$ cat src/rtl/bus_slot_arbiter.sv
// bus_slot_arbiter: time-division bus arbiter locked to the phi_2 frame strobe
//
// Ports:
//    clk       16 MHz system clock
//    reset     synchronous active-high reset
//    phi_2     one-cycle strobe marking T0 of each frame
//    cpu_req   CPU wants the bus this frame (sampled with phi_2)
//    fdc_req   FDC access request, level until fdc_ack
//    dbg_req   debug port access request, level until dbg_ack
//    gnt_cpu   CPU owns the bus
//    gnt_fdc   FDC owns the bus
//    gnt_dbg   debug port owns the bus
//    bus_sel   bus owner: 00 idle, 01 cpu, 10 fdc, 11 dbg
//    fdc_ack   FDC access complete pulse
//    dbg_ack   debug access complete pulse
//    slot      cycle index within the frame
//    locked    synchronised to phi_2
//    sync_err  sticky frame length violation flag
module bus_slot_arbiter #(
   parameter int FRAME_LEN = 8,
   parameter int CPU_SLOTS = 4,
   parameter int CNT_W     = 3
) (
   input  logic             clk,
   input  logic             reset,
   input  logic             phi_2,
   input  logic             cpu_req,
   input  logic             fdc_req,
   input  logic             dbg_req,
   output logic             gnt_cpu,
   output logic             gnt_fdc,
   output logic             gnt_dbg,
   output logic [1:0]       bus_sel,
   output logic             fdc_ack,
   output logic             dbg_ack,
   output logic [CNT_W-1:0] slot,
   output logic             locked,
   output logic             sync_err
);
   logic             rr, rr_n, t0, early, miss, pick, fin;
   logic             locked_n, err_n, cpu_n, fdc_n, dbg_n, fdc_ack_n, dbg_ack_n;
   logic [CNT_W-1:0] cnt_n;
   always_comb begin
      t0        = slot == '0;
      early     = locked & phi_2 & !t0;
      miss      = locked & !phi_2 & t0;
      locked_n  = phi_2 | (locked & !miss);
      err_n     = sync_err | early | miss;
      cnt_n     = phi_2 ? CNT_W'(1) : slot + 1'b1;
      // peripheral window owner chosen at the end of the last CPU slot
      pick      = locked & !phi_2 & (slot == CNT_W'(CPU_SLOTS));
      // last peripheral cycle (T0) follows the end of T(FRAME_LEN-1)
      fin       = !phi_2 & (slot == CNT_W'(FRAME_LEN - 1));
      cpu_n     = phi_2 ? cpu_req & locked_n : (miss | pick) ? 1'b0 : gnt_cpu;
      // any cycle leaving T0 (normal, early or missing strobe) ends the peripheral grant
      fdc_n     = pick ? fdc_req & (!dbg_req | !rr) : (phi_2 | t0) ? 1'b0 : gnt_fdc;
      dbg_n     = pick ? dbg_req & (!fdc_req | rr) : (phi_2 | t0) ? 1'b0 : gnt_dbg;
      rr_n      = (pick & fdc_req & dbg_req) ? !rr : rr;
      fdc_ack_n = fin & gnt_fdc;
      dbg_ack_n = fin & gnt_dbg;
   end
   always_ff @(posedge clk) begin
      if (reset) begin
         slot     <= '0;
         locked   <= 1'b0;
         sync_err <= 1'b0;
         gnt_cpu  <= 1'b0;
         gnt_fdc  <= 1'b0;
         gnt_dbg  <= 1'b0;
         bus_sel  <= 2'b00;
         fdc_ack  <= 1'b0;
         dbg_ack  <= 1'b0;
         rr       <= 1'b0;
      end else begin
         slot     <= cnt_n;
         locked   <= locked_n;
         sync_err <= err_n;
         gnt_cpu  <= cpu_n;
         gnt_fdc  <= fdc_n;
         gnt_dbg  <= dbg_n;
         bus_sel  <= {fdc_n | dbg_n, cpu_n | dbg_n};
         fdc_ack  <= fdc_ack_n;
         dbg_ack  <= dbg_ack_n;
         rr       <= rr_n;
      end
   end
endmodule

$ cat config.mk
export PLATFORM = sky130hd
export DESIGN_NAME = bus_slot_arbiter
export DESIGN_NICKNAME = d
export VERILOG_FILES = /design/src/rtl/bus_slot_arbiter.sv
export SDC_FILE = /design/constraint.sdc
export NUM_CORES = 1
export LEC_CHECK = 0
export CAP_MARGIN = 40
export CORE_AREA = 2 2 39 41
export DETAILED_ROUTE_END_ITERATION = 16
export DIE_AREA = 0 0 41 43
export PLACE_DENSITY = 0.71
export SLEW_MARGIN = 20
export SYNTH_ARGS = -nofsm -noshare
export SYNTH_HDL_FRONTEND = slang
export SYNTH_SLANG_ARGS = --single-unit
$ cat constraint.sdc
create_clock -name clk -period 3.8 [get_ports clk]
set_input_delay 0.76 -clock clk [delete_from_list [all_inputs] [get_ports clk]]
set_output_delay 0.76 -clock clk [all_outputs]
set_load 0.1 [all_outputs]
==> results.json, run 1 <==
{
  "status": "finished, final reports clean",
  "arrival_ps": 1420,
  "slowest_stage": "clkdlybuf4s50_1",
  "chipWidth_um": 41,
  "overflow": 0,
  "dp_slack_ps": 1700,
  "max_slew_margin_pct": 83.4,
  "diodes": 0,
  "finalClockSkew_ps": 3.27,
  "ff2ff_path_depth": 5,
  "p_clk_share_pct": 28.0,
  "grt_pass1_vias": 457,
  "wl_per_cell_um": 11.2,
  "required_ps": 3040,
  "clk_latency_ps": 270,
  "power_density_nw_per_um2": 328,
  "layout_commonest_cell": "clkdlybuf4s50_1",
  "switching_share_pct": 30.5,
  "wl_mm": 1.11,
  "grt_first_pass_wirelength_mm": 1.75,
  "grt_max_degree": 8,
  "critical_path.cell_chain": "clkdlybuf4s50_1, buf_8",
  "fin_nets": 93,
  "clkSinkCount": 13,
  "fmax_mhz": 458,
  "core_region_area_um2": 1380,
  "total_power_uw": 302,
  "drive_above_1_share_pct": 30.1,
  "synth.avg_cell_area_um2": 10.5,
  "postCtsSetupBuffers": 0,
  "final-setup-viol-count": 0,
  "drt_iter0_drc": 3,
  "drcViolationCount": 0,
  "drv_cap": 0,
  "antenna_found_initial": 0,
  "fin_ws_ps": 1620,
  "via_per_inst": 4.45,
  "clock-root-buffer": "clkbuf_4",
  "std_cell_rows": 14,
  "start_util_pct": 37.9,
  "cts_hold_buffers": 0,
  "seqPwrFrac_pct": 47.5,
  "ioPinCount": 18,
  "grtUsageTotal_pct": 14.7,
  "path_clk_slew_ps": 80,
  "cts.repair.resized": 0,
  "yosysSeqAreaShare_pct": 49.6,
  "p_leak_uw": 0.000399,
  "vias": 441,
  "h-tree-depth": 1,
  "cts_buffers": 3,
  "synthCells": 50,
  "place_congestion": 0.694,
  "holdWs_ps": 493,
  "dr.pass1.iters": 3,
  "die_h_um": 43,
  "die_area_um2": 1760,
  "finalHoldViolations": 0,
  "synth_area_um2": 524,
  "slew_viol_final": 0,
  "pwr-share-comb_pct": 24.5,
  "finish.utilization_pct": 66.5,
  "final_cell_mix": "17 x clkdlybuf4s50_1, 13 x dfxtp_1, 12 x buf_8",
  "tritoncts": "done",
  "rsz0062_at_grt": "false",
  "worstMarginPinSlew_ps": 248,
  "ys_ff_latch": 13,
  "cp-start-kind": "flip-flop",
  "period_share_pct": 57.4,
  "crit_type": "flip-flop to output pin",
  "cts_buffer_depth": 2,
  "cp-end-kind": "output pin",
  "ir_drop_v": 0.000169,
  "switchingPower_uw": 92.1,
  "yosysUniqueCellTypes": 20,
  "drtAntennaViolNets": 0,
  "yosysWarnings": 0,
  "period_needed_ps": 2180,
  "hp-class": "flip-flop to flip-flop",
  "synth_fp_nets": 59,
  "internal-power_uw": 210,
  "hpwl_um": 898,
  "hold_depth": 2,
  "critPathMaxStageDelay_ps": 540,
  "area_delta_synth_final_pct": 75.7,
  "path_max_fanout": 6,
  "io_buffers": 17,
  "fin_tns_setup_ps": 0
}
[final timing paths]
path | startpoint | endpoint | slack [ps]
max | slot[2]$_SDFF_PP0_ | slot[2] | 1620
max reg2reg | slot[0]$_SDFF_PP0_ | bus_sel[1]$_SDFF_PP0_ | 2370
min | sync_err$_SDFF_PP0_ | sync_err$_SDFF_PP0_ | 490
min reg2reg | sync_err$_SDFF_PP0_ | sync_err$_SDFF_PP0_ | 490
[metal layers]
metal	global-route usage, %	wire length (um)	vias to the layer above
met5	0	0	-
li1	-	-	234
met1	16.9	481	196
met4	8.00	14	0
met3	3.14	35	2
met2	23.8	575	9
[area by class of cell]
class                   count  area [um^2]
well taps                  16         20.0
inverters                   4         15.0
flip-flops and latches     13          260
multi-input cells          33          249
fillers                   104          463
clock buffers               4         26.3
repair buffers             29          350
[cell usage after synthesis, drive strengths merged]
master   n  area share, %
nor4b    1            2.9
and3     2            2.9
a32o     1            2.1
and2     2            2.9
xor2     1            1.7
inv      4            2.9
nor2     4            3.3
nand3    2            1.9
nand2    4            2.9
a21oi    5            5.5
and4     1            1.7
ha       3            7.2
nor2b    1            1.2
nand2b   4            6.2
dfxtp   13             50
a21boi   1            3.6
xnor2    1            1.7
[worst max-delay path, delay by kind of cell (launching register included)]
kind | cells | cell delay (ps)
DFF | 1 | 410
buffers and inverters | 2 | 740
[kinds of logic after synthesis]
| family | synth area share [%] |
|---|---|
| AOI/OAI and AO/OA | 11.2 |
| xor gates and xnor gates | 3.34 |
| adders and majority gates | 7.16 |
| buffers and inverters | 2.86 |
| DFF | 49.6 |
| and+or+nand+nor | 25.8 |
[state kept, by name, indices dropped and copies added (netlist names)]
name / count
gnt_cpu: 1
gnt_fdc: 1
sync_err: 1
fdc_ack: 1
bus_sel: 2
rr: 1
locked: 1
gnt_dbg: 1
slot: 3
dbg_ack: 1
[power by group through the flow]
stage	combinational [uW]	sequential (uW)	clock (uW)
3_3_place_gp	59.9	146	0
3_5_place_dp	73.4	147	0
6_report	73.8	143	84.5
2_1_floorplan	12.6	177	0
4_1_cts	74.3	144	86.7
5_1_grt	77.4	144	93.9
[stage by stage]
stage	instance area (um^2)	instances
after floorplan	524	50
after global placement	714	83
after detailed placement	895	95
after CTS	921	99
after global routing	921	99
final	921	99
Note: power is estimated with default switching activity, not from simulation.
==> inputs of run 2 (changes only) <==
- clock period: 3.8 -> 2.27 ns (I/O delays scaled with it)
==> run 2 against run 1 <==
  * First-iteration DRC count did not move
  * Combinational power increased by 31%
  * Critical path depth increased by 3
  * Register-to-register slack got worse by 1600 ps
  * Final cell count shrank 12%
  * Sequential share of layout area up 8.4 points
  * Largest cell class is now registers
==> results.json, run 2 (synthesis results as in run 1) <==
{
  "io_buffers": 17,
  "fin_tns_setup_ps": 0,
  "overflow": 0,
  "ioPinCount": 18,
  "fmax_mhz": 662,
  "status": "finished, final reports clean",
  "grtUsageTotal_pct": 12.7,
  "reg2reg_from": "slot[0]$_SDFF_PP0_",
  "p_leak_uw": 0.000334,
  "use_met1_pct": 16.9,
  "ff2ff_path_depth": 5,
  "dr.pass1.iters": 2,
  "period_needed_ps": 1510,
  "die_area_um2": 1760,
  "rsz0062_at_grt": "false",
  "power_density_nw_per_um2": 664,
  "grt_pass1_vias": 360,
  "hpwl_um": 742,
  "fill_cells": 124,
  "diodes": 0,
  "area_delta_synth_final_pct": 35.6,
  "die_h_um": 43,
  "dp.cells": 83,
  "clk_latency_ps": 260,
  "finalHoldViolations": 0,
  "r2r_slack_ps": 820,
  "chipWidth_um": 41,
  "crit_type": "input pin to flip-flop",
  "tritoncts": "done",
  "place_congestion": 0.745,
  "cts_buffer_depth": 2,
  "hold_depth": 2,
  "postCtsSetupBuffers": 0,
  "grt_max_degree": 8,
  "cp-start-kind": "input pin",
  "clock-root-buffer": "clkbuf_4",
  "start_util_pct": 37.9,
  "fin_nets": 81,
  "use_met2_pct": 17.5,
  "drtAntennaViolNets": 0,
  "largest-register": "slot",
  "clkSinkCount": 13,
  "crit_start": "phi_2",
  "largest_reg_flops": 3,
  "drcViolationCount": 0,
  "final_cell_mix": "13 x dfxtp_1, 12 x buf_4, 5 x clkdlybuf4s50_1",
  "wl_um": 926,
  "core_region_area_um2": 1380,
  "required_ps": 2480,
  "reg_top3": "slot: 3 flops, bus_sel: 2 flops",
  "std_cell_rows": 14,
  "cts_hold_buffers": 0,
  "path_clk_slew_ps": 80,
  "cp-endpoint": "bus_sel[1]$_SDFF_PP0_",
  "finalClockSkew_ps": 7.97,
  "drive_above_1_share_pct": 35.2,
  "grt-busiest-layer": "met2",
  "antenna_found_initial": 0,
  "cts.repair.resized": 0,
  "final-setup-viol-count": 0,
  "max_slew_margin_pct": 81.5,
  "worstMarginPinSlew_ps": 280,
  "period_share_pct": 66.6,
  "path_max_fanout": 7,
  "drt_iter0_drc": 3,
  "slew_viol_final": 0,
  "stdcell_count": 87,
  "grtUsageMet3_pct": 4.71,
  "via_per_inst": 4.67,
  "cp-end-kind": "flip-flop",
  "grt_first_pass_wirelength_mm": 1.52,
  "hp-class": "flip-flop to flip-flop",
  "drv_cap": 0,
  "h-tree-depth": 1,
  "arrival_ps": 1720,
  "layout_commonest_cell": "dfxtp_1",
  "ir_drop_v": 0.000342,
  "wl_per_cell_um": 10.6,
  "vias": 406,
  "cts_buffers": 3,
  "r2r-end": "bus_sel[1]$_SDFF_PP0_"
}
[run 2: cell type report]
class | instances | area (um^2) | share of cell area, %
multi-input combinational | 33 | 249 | 35.0
tap | 16 | 20.0 | 2.82
clock buffer | 4 | 26.3 | 3.70
timing repair buffer | 17 | 140 | 19.7
sequential | 13 | 260 | 36.6
inverter | 4 | 15.0 | 2.11
[run 2: worst max-delay path: stages]
cell             delay (ps)
clkdlybuf4s50_1         500
nor2_2                  270
a21boi_4                230
a32o_2                  150
nand2b_4                110
[run 2: report_power, final]
group          switching, uW  total (uW)  internal, uW
clock                   66.5         134          67.8
sequential              5.62         241           235
combinational           69.7        97.0          27.4
total                    142         472           330
[run 2: stage by stage]
step                      power [uW]  utilization (%)  hold WS, ps  instance area (um^2)  setup WS, ps
final                            472             51.4          497                   711           759
after detailed placement         343             49.5          486                   684           487
after global routing             496             51.4          521                   711           654
after floorplan                  317                -          501                   524           194
after global placement           343             49.5          470                   684           513
after CTS                        479             51.4          504                   711           763
[run 2: worst min-delay path by stage]
| stage | slack, ps | endpoint | start |
|---|---|---|---|
| 3_3_place_gp | 470 | sync_err$_SDFF_PP0_ | sync_err$_SDFF_PP0_ |
| 5_1_grt | 520 | sync_err$_SDFF_PP0_ | sync_err$_SDFF_PP0_ |
| 3_5_place_dp | 490 | sync_err$_SDFF_PP0_ | sync_err$_SDFF_PP0_ |
| 4_1_cts | 500 | sync_err$_SDFF_PP0_ | sync_err$_SDFF_PP0_ |
| 6_report | 500 | sync_err$_SDFF_PP0_ | sync_err$_SDFF_PP0_ |
| 2_1_floorplan | 500 | rr$_SDFFE_PP0P_ | rr$_SDFFE_PP0P_ |
[run 2: routing by layer]
layer | share of wire (%) | up-vias
met2 | 48 | 9
met1 | 46 | 185
met4 | 0.86 | 0
met5 | 0 | -
met3 | 5.2 | 2
li1 | - | 210
